==> src/rtl/sim_ioctl_pkg.sv <==
// Shared types and defaults for the simulation ioctl download initiator.
package sim_ioctl_pkg;

    localparam int SIM_IOCTL_ADDR_W = 25;

    // IDLE idle | SETUP pre-roll | FETCH take byte | WRITE wait-gated strobe | GAP pulse + spacing | TAIL post-roll
    typedef enum logic [2:0] {
        IDLE  = 3'd0,
        SETUP = 3'd1,
        FETCH = 3'd2,
        WRITE = 3'd3,
        GAP   = 3'd4,
        TAIL  = 3'd5
    } ioctl_state_e;

    function automatic int cnt_width(input int a, input int b, input int c);
        int m;
        int w;
        m = a;
        if (b > m) m = b;
        if (c > m) m = c;
        w = 1;
        while ((1 << w) <= m) w++;
        return w;
    endfunction

endpackage

==> src/rtl/sim_ioctl_delay.sv <==
// Loadable down-counter with a zero flag; times SETUP, GAP and TAIL holds.
module sim_ioctl_delay #(
    parameter int CNT_W = 4
) (
    input  logic             clk_sys,
    input  logic             reset,
    input  logic             i_load,
    input  logic [CNT_W-1:0] i_load_val,
    input  logic             i_dec,
    output logic             o_zero
);

    logic [CNT_W-1:0] r_cnt;

    always_ff @(posedge clk_sys) begin
        if (reset) begin
            r_cnt <= '0;
        end else if (i_load) begin
            r_cnt <= i_load_val;
        end else if (i_dec && (r_cnt != '0)) begin
            r_cnt <= r_cnt - 1'b1;
        end
    end

    assign o_zero = (r_cnt == '0);

endmodule

==> src/rtl/sim_ioctl_loader.sv <==
// ioctl download initiator: turns a valid/ready byte stream into spaced ioctl_wr pulses.
// Optional running byte checksum output enabled by defining SIM_IOCTL_LOADER_CKSUM_EN.
module sim_ioctl_loader
    import sim_ioctl_pkg::*;
#(
    parameter int ADDR_W    = SIM_IOCTL_ADDR_W,
    parameter int SETUP_CYC = 4,
    parameter int WR_GAP    = 2,
    parameter int TAIL_CYC  = 4
) (
    input  logic              clk_sys,
    input  logic              reset,
    input  logic              start,
    input  logic [7:0]        index,
    input  logic [ADDR_W:0]   length,
    input  logic              s_valid,
    input  logic [7:0]        s_data,
    output logic              s_ready,
    output logic              ioctl_download,
    output logic [7:0]        ioctl_index,
    output logic              ioctl_wr,
    output logic [ADDR_W-1:0] ioctl_addr,
    output logic [7:0]        ioctl_dout,
    input  logic              ioctl_wait,
    output logic              busy,
    output logic              done
`ifdef SIM_IOCTL_LOADER_CKSUM_EN
    ,
    output logic [15:0]       cksum
`endif
);

    localparam int CNT_W = cnt_width(SETUP_CYC - 1, WR_GAP, TAIL_CYC - 1);

    ioctl_state_e      r_state;
    ioctl_state_e      w_state_nxt;
    logic [ADDR_W:0]   r_remaining;

    logic              r_s_ready;
    logic              r_download;
    logic [7:0]        r_index;
    logic              r_wr;
    logic [ADDR_W-1:0] r_addr;
    logic [7:0]        r_dout;
    logic              r_busy;
    logic              r_done;

    logic              w_cnt_zero;
    logic              w_cnt_load;
    logic              w_cnt_dec;
    logic [CNT_W-1:0]  w_cnt_val;
    logic              w_start_ok;
    logic              w_wr_fire;
    logic              w_take;
    logic              w_ready_nxt;
    logic              w_busy_nxt;
    logic              w_done_nxt;

    sim_ioctl_delay #(
        .CNT_W (CNT_W)
    ) u_delay (
        .clk_sys    (clk_sys),
        .reset      (reset),
        .i_load     (w_cnt_load),
        .i_load_val (w_cnt_val),
        .i_dec      (w_cnt_dec),
        .o_zero     (w_cnt_zero)
    );

    always_ff @(posedge clk_sys) begin
        if (reset) begin
            r_state <= IDLE;
        end else begin
            r_state <= w_state_nxt;
        end
    end

    always_comb begin
        w_state_nxt = r_state;
        case (r_state)
            IDLE:  if (start) w_state_nxt = SETUP;
            SETUP: if (w_cnt_zero) w_state_nxt = (r_remaining == '0) ? TAIL : FETCH;
            FETCH: if (s_valid && r_s_ready) w_state_nxt = WRITE;
            WRITE: if (!ioctl_wait) w_state_nxt = GAP;
            GAP:   if (w_cnt_zero) w_state_nxt = (r_remaining == '0) ? TAIL : FETCH;
            TAIL:  if (w_cnt_zero) w_state_nxt = IDLE;
            default: w_state_nxt = IDLE;
        endcase
    end

    always_comb begin
        w_start_ok  = (r_state == IDLE) && start;
        w_wr_fire   = (r_state == WRITE) && !ioctl_wait;
        w_take      = (r_state == FETCH) && s_valid && r_s_ready;
        w_cnt_dec   = (r_state == SETUP) || (r_state == GAP) || (r_state == TAIL);
        w_cnt_load  = w_start_ok || w_wr_fire || ((w_state_nxt == TAIL) && (r_state != TAIL));
        if (w_start_ok) begin
            w_cnt_val = CNT_W'(SETUP_CYC - 1);
        end else if (w_wr_fire) begin
            w_cnt_val = CNT_W'(WR_GAP);
        end else begin
            w_cnt_val = CNT_W'(TAIL_CYC - 1);
        end
        w_ready_nxt = (w_state_nxt == FETCH);
        w_busy_nxt  = (w_state_nxt != IDLE);
        w_done_nxt  = (r_state == TAIL) && (w_state_nxt == IDLE);
    end

    // Remaining count drops at the write decision so GAP can choose FETCH/TAIL even with WR_GAP=0.
    always_ff @(posedge clk_sys) begin
        if (reset) begin
            r_s_ready   <= 1'b0;
            r_download  <= 1'b0;
            r_index     <= '0;
            r_wr        <= 1'b0;
            r_addr      <= '0;
            r_dout      <= '0;
            r_busy      <= 1'b0;
            r_done      <= 1'b0;
            r_remaining <= '0;
        end else begin
            r_s_ready  <= w_ready_nxt;
            r_download <= w_busy_nxt;
            r_busy     <= w_busy_nxt;
            r_done     <= w_done_nxt;
            r_wr       <= w_wr_fire;
            if (w_start_ok) begin
                r_index     <= index;
                r_remaining <= length;
                r_addr      <= '0;
            end else begin
                if (w_wr_fire) r_remaining <= r_remaining - 1'b1;
                if (r_wr)      r_addr      <= r_addr + 1'b1;
            end
            if (w_take) r_dout <= s_data;
        end
    end

`ifdef SIM_IOCTL_LOADER_CKSUM_EN
    logic [15:0] r_cksum;

    always_ff @(posedge clk_sys) begin
        if (reset) begin
            r_cksum <= '0;
        end else if (w_start_ok) begin
            r_cksum <= '0;
        end else if (r_wr) begin
            r_cksum <= r_cksum + {8'h00, r_dout};
        end
    end

    assign cksum = r_cksum;
`endif

    assign s_ready        = r_s_ready;
    assign ioctl_download = r_download;
    assign ioctl_index    = r_index;
    assign ioctl_wr       = r_wr;
    assign ioctl_addr     = r_addr;
    assign ioctl_dout     = r_dout;
    assign busy           = r_busy;
    assign done           = r_done;

endmodule
==> config.mk <==
export PLATFORM = sky130hd
export DESIGN_NAME = sim_ioctl_loader
export DESIGN_NICKNAME = d
export VERILOG_FILES = /design/src/rtl/sim_ioctl_pkg.sv /design/src/rtl/sim_ioctl_delay.sv /design/src/rtl/sim_ioctl_loader.sv
export SDC_FILE = /design/constraint.sdc
export NUM_CORES = 1
export LEC_CHECK = 0
export CAP_MARGIN = 20
export CORE_MARGIN = 5
export CORE_UTILIZATION = 48
export CTS_CLUSTER_SIZE = 14
export DETAILED_ROUTE_END_ITERATION = 7
export PLACE_DENSITY = 0.77
export SLEW_MARGIN = 10
export SYNTH_ARGS = -nofsm -noshare
export SYNTH_HDL_FRONTEND = slang
export SYNTH_SLANG_ARGS = --single-unit
==> constraint.sdc <==
create_clock -name clk_sys -period 2.8 [get_ports clk_sys]
set_input_delay 0.56 -clock clk_sys [delete_from_list [all_inputs] [get_ports clk_sys]]
set_output_delay 0.56 -clock clk_sys [all_outputs]
set_load 0.02 [all_outputs]
==> flow_results.xml <==
<?xml version="1.0" encoding="UTF-8"?>
<metrics>
  <group name="placed_design">
    <metric name="gp_congestion" unit="">0.8272</metric>
    <metric name="pre_cts_ws" unit="ns">0.3726</metric>
    <metric name="place_area" unit="sq um">4504</metric>
    <metric name="place_inst" unit="">580</metric>
    <metric name="detailedPlacementHpwl" unit="um">6234</metric>
    <metric name="port_buffers" unit="">92</metric>
  </group>
  <group name="die">
    <metric name="die_area" unit="sq um">9075</metric>
    <metric name="placeableCoreArea" unit="sq um">7176</metric>
    <metric name="placementRows" unit="">31</metric>
    <metric name="io_pins" unit="">93</metric>
    <metric name="initial_core_util" unit="%">48.63</metric>
    <metric name="chipHeight" unit="um">95.27</metric>
    <metric name="die_w" unit="um">95.27</metric>
  </group>
  <group name="critical_path">
    <metric name="critical-path-max-stage-delay" unit="ns">0.66</metric>
    <metric name="crit_path_cell_trace" unit="">nor4_2 -&gt; nand4b_4 -&gt; nor4_4 -&gt; or3b_1 -&gt; a21oi_1</metric>
    <metric name="path_max_fanout" unit="">6</metric>
    <metric name="worst-endpoint-required" unit="ns">3.06</metric>
    <metric name="setup.worst_path.class" unit="">reg -&gt; reg</metric>
    <metric name="critical-path-slowest-cell" unit="">sky130_fd_sc_hd__nor4_2</metric>
    <metric name="critical_path.startpoint_type" unit="">register</metric>
    <metric name="critPathTopFamily" unit="">simple AND/OR/NAND/NOR gates</metric>
    <metric name="timing.critical_path.arrival" unit="ns">2.54</metric>
    <metric name="critical_path_buf_inv_count" unit="">0</metric>
    <metric name="end_kind" unit="">register</metric>
  </group>
  <group name="worst_hold_path">
    <metric name="min-delay-path-class" unit="">reg -&gt; reg</metric>
  </group>
  <group name="detailed_routing">
    <metric name="met2WireLength" unit="um">4116</metric>
    <metric name="post_drt_wl_per_cell" unit="um">14.26</metric>
    <metric name="met3_wirelength" unit="um">417</metric>
    <metric name="routed-via-count" unit="">3129</metric>
    <metric name="final_routed_wirelength" unit="um">8499</metric>
    <metric name="postRouteAntennaNets" unit="">0</metric>
    <metric name="m1WireLength" unit="um">3819</metric>
    <metric name="first_drt_iteration_drcs" unit="">129</metric>
    <metric name="avgViaCountPerCell" unit="">5.250</metric>
    <metric name="drc" unit="">0</metric>
    <metric name="highest_layer" unit="">met4</metric>
    <metric name="drt-pass1-iter-count" unit="">4</metric>
  </group>
  <group name="clocking">
    <metric name="clk_pin_slew_worst_paths" unit="ns">0.08</metric>
    <metric name="clkLatencyLatePin" unit="ns">0.33</metric>
    <metric name="clk_root_buffer_cell" unit="">sky130_fd_sc_hd__clkbuf_8</metric>
    <metric name="cts.htree.levels" unit="">3</metric>
    <metric name="cts.path.max_buffers" unit="">2</metric>
    <metric name="post_cts_buffers" unit="">0</metric>
    <metric name="clock-sinks" unit="">76</metric>
    <metric name="cts_made_buffers" unit="">9</metric>
    <metric name="cts_resized" unit="">0</metric>
    <metric name="clock_tree_from_tritoncts" unit="">yes</metric>
    <metric name="cts_hold_repair.buffers" unit="">0</metric>
  </group>
  <group name="timing">
    <metric name="achievable-frequency" unit="MHz">438.9</metric>
    <metric name="rsz_0062_raised_after_global_routing" unit="">no</metric>
    <metric name="report.final.setup_viol" unit="">0</metric>
    <metric name="finalCritPeriodShare" unit="%">81.38</metric>
    <metric name="timing.final.ws_setup" unit="ns">0.5214</metric>
    <metric name="hold_viol_final" unit="">0</metric>
    <metric name="slew-limit-headroom" unit="%">54.22</metric>
    <metric name="clock-skew-final" unit="ns">0.009395</metric>
    <metric name="final.min_clock_period" unit="ns">2.279</metric>
    <metric name="timing_max_transition_violations_final" unit="">0</metric>
    <metric name="timing_worst_slew_pin_value" unit="ns">0.6811</metric>
    <metric name="setup-tns-final" unit="ns">0</metric>
  </group>
  <group name="synth">
    <metric name="postSynthNetCount" unit="">455</metric>
    <metric name="synth_ff_type" unit="">sky130_fd_sc_hd__dfxtp_1</metric>
    <metric name="number_of_synthesized_flops_with_an_enable_pin" unit="">0</metric>
    <metric name="async_flop_share" unit="%">0</metric>
    <metric name="synth_seq_cells" unit="">76</metric>
    <metric name="post_synth.cell_area_avg" unit="sq um">8.638</metric>
    <metric name="combined_area_of_all_synthesized_cells" unit="sq um">3490</metric>
    <metric name="synth.yosys.seq_area_share" unit="%">43.60</metric>
    <metric name="post_synth_inst_count" unit="">404</metric>
    <metric name="distinct_cells_synth" unit="">41</metric>
    <metric name="ys_warn_count" unit="">0</metric>
  </group>
  <group name="global_route">
    <metric name="maximum_number_of_pins_on_one_net_before_global_route_repair" unit="">28</metric>
    <metric name="globalRouteOverflowTotal" unit="">0</metric>
    <metric name="number_of_antenna_violations_at_the_first_check_in_global_routing" unit="">0</metric>
    <metric name="grt_first_pass_wirelength" unit="um">13820</metric>
    <metric name="first_global_vias" unit="">3010</metric>
    <metric name="grt.total_usage" unit="%">19.27</metric>
  </group>
  <group name="power">
    <metric name="total_power" unit="mW">2.564</metric>
    <metric name="peakVddDrop" unit="mV">0.4627</metric>
    <metric name="static-leakage-power" unit="nW">1.627</metric>
    <metric name="power_density_cells" unit="nW/um^2">543.8</metric>
  </group>
  <group name="cells_and_area">
    <metric name="layout-drive-gt1-share" unit="%">7.243</metric>
    <metric name="num-nets-final" unit="">543</metric>
    <metric name="layout.cells.most_common_list" unit="">sky130_fd_sc_hd__clkdlybuf4s50_1, sky130_fd_sc_hd__dfxtp_1, sky130_fd_sc_hd__nor2_1</metric>
    <metric name="area_growth_syn_to_layout" unit="%">35.10</metric>
    <metric name="finish.cell_count_without_fillers" unit="">596</metric>
    <metric name="layout_commonest_cell" unit="">sky130_fd_sc_hd__clkdlybuf4s50_1</metric>
    <metric name="ant_diodes" unit="">0</metric>
    <metric name="finish.instance_area" unit="sq um">4715</metric>
  </group>
  <group name="outcome">
    <metric name="status" unit="">finished clean</metric>
  </group>
  <group name="flow_run">
    <metric name="cap_violations" unit="">0</metric>
  </group>
</metrics>
[worst register-to-register path, stage by stage, from the launching register on]
cell and delay, ns:
sky130_fd_sc_hd__dfxtp_1 0.38, sky130_fd_sc_hd__nor4_2 0.66, sky130_fd_sc_hd__nand4b_4 0.26, sky130_fd_sc_hd__nor4_4 0.40, sky130_fd_sc_hd__or3b_1 0.38, sky130_fd_sc_hd__a21oi_1 0.14
[layout make-up]
| type | instances | area [sq um] |
|---|---|---|
| sequential | 76 | 1521 |
| clock buffer | 11 | 151.4 |
| inverter | 7 | 26.28 |
| fill | 625 | 2461 |
| tap | 99 | 123.9 |
| timing repair buffer | 101 | 996.0 |
| clock inverter | 5 | 58.81 |
| multi-input combinational | 297 | 1837 |
[cells by family after synthesis]
| group | count (synthesis) | share of synthesized area (%) |
|---|---|---|
| simple gates | 180 | 26.28 |
| flops | 76 | 43.60 |
| compound gates | 57 | 10.54 |
| xor+xnor | 47 | 11.80 |
| buf+inv | 31 | 3.765 |
| mux | 9 | 2.582 |
| fa+ha+maj | 4 | 1.434 |
[power breakdown]
part	internal, mW	total (mW)	switching, mW	leakage [nW]
clock network	0.462	0.862	0.400	0.102
registers	1.15	1.22	0.0693	0.621
logic	0.231	0.482	0.251	0.905
[through the flow]
stage	hold WS (ns)	util [%]
3_3_place_gp	0.4416	62.77
3_5_place_dp	0.4464	62.77
2_1_floorplan	0.5100	-
5_1_grt	0.4847	65.70
4_1_cts	0.4570	65.70
6_report	0.4539	65.70
[sequential cells by signal (all words and copies together) (netlist names)]
register	flops
ioctl_index	8
ioctl_dout	8
u_delay.r_cnt	2
ioctl_wr	1
busy	1
ioctl_addr	25
r_state	3
done	1
r_remaining	26
s_ready	1
[path summary, 6_finish.rpt]
check | start | end | slack, ns | cells past startpoint
worst max register to register | r_remaining[2]$_SDFFE_PP0P_ | r_state[0]$_SDFF_PP0_ | 0.52 | 5
worst max-delay path | r_remaining[2]$_SDFFE_PP0P_ | r_state[0]$_SDFF_PP0_ | 0.52 | 5
worst min register to register | ioctl_index[4]$_SDFFE_PP0P_ | ioctl_index[4]$_SDFFE_PP0P_ | 0.45 | 2
worst min-delay path | ioctl_index[4]$_SDFFE_PP0P_ | ioctl_index[4]$_SDFFE_PP0P_ | 0.45 | 2
[Yosys cell counts (2+ instances only)]
cell type	count	area share, %
sky130_fd_sc_hd__buf_2	3	0.43
sky130_fd_sc_hd__nor4_1	12	2.2
sky130_fd_sc_hd__and4_1	3	0.75
sky130_fd_sc_hd__or4_1	2	0.43
sky130_fd_sc_hd__nand4_1	10	1.8
sky130_fd_sc_hd__nor2_1	70	7.5
sky130_fd_sc_hd__and3_1	3	0.54
sky130_fd_sc_hd__nand2b_1	4	0.72
sky130_fd_sc_hd__dfxtp_1	76	44
sky130_fd_sc_hd__o211ai_1	2	0.43
sky130_fd_sc_hd__xor2_1	21	5.3
sky130_fd_sc_hd__or3_1	4	0.72
sky130_fd_sc_hd__a21oi_1	17	2.4
sky130_fd_sc_hd__or2_2	3	0.54
sky130_fd_sc_hd__nand3_1	10	1.4
sky130_fd_sc_hd__or3b_1	2	0.50
sky130_fd_sc_hd__mux2i_1	9	2.6
sky130_fd_sc_hd__nor2b_1	6	1.1
sky130_fd_sc_hd__xnor2_1	26	6.5
sky130_fd_sc_hd__a211oi_1	22	4.7
sky130_fd_sc_hd__nor3_1	11	1.6
sky130_fd_sc_hd__clkbuf_1	19	2.0
sky130_fd_sc_hd__nand2_1	32	3.4
sky130_fd_sc_hd__inv_1	7	0.75
sky130_fd_sc_hd__ha_1	4	1.4
sky130_fd_sc_hd__o21ai_0	9	1.3
sky130_fd_sc_hd__a311oi_1	3	0.75
[per-layer routing]
layer	vias up	track usage, %
li1	1575	-
met1	1451	24.27
met2	93	31.49
met3	10	5.288
met4	0	6.971
met5	-	0
Power figures use the tool's default switching activity.
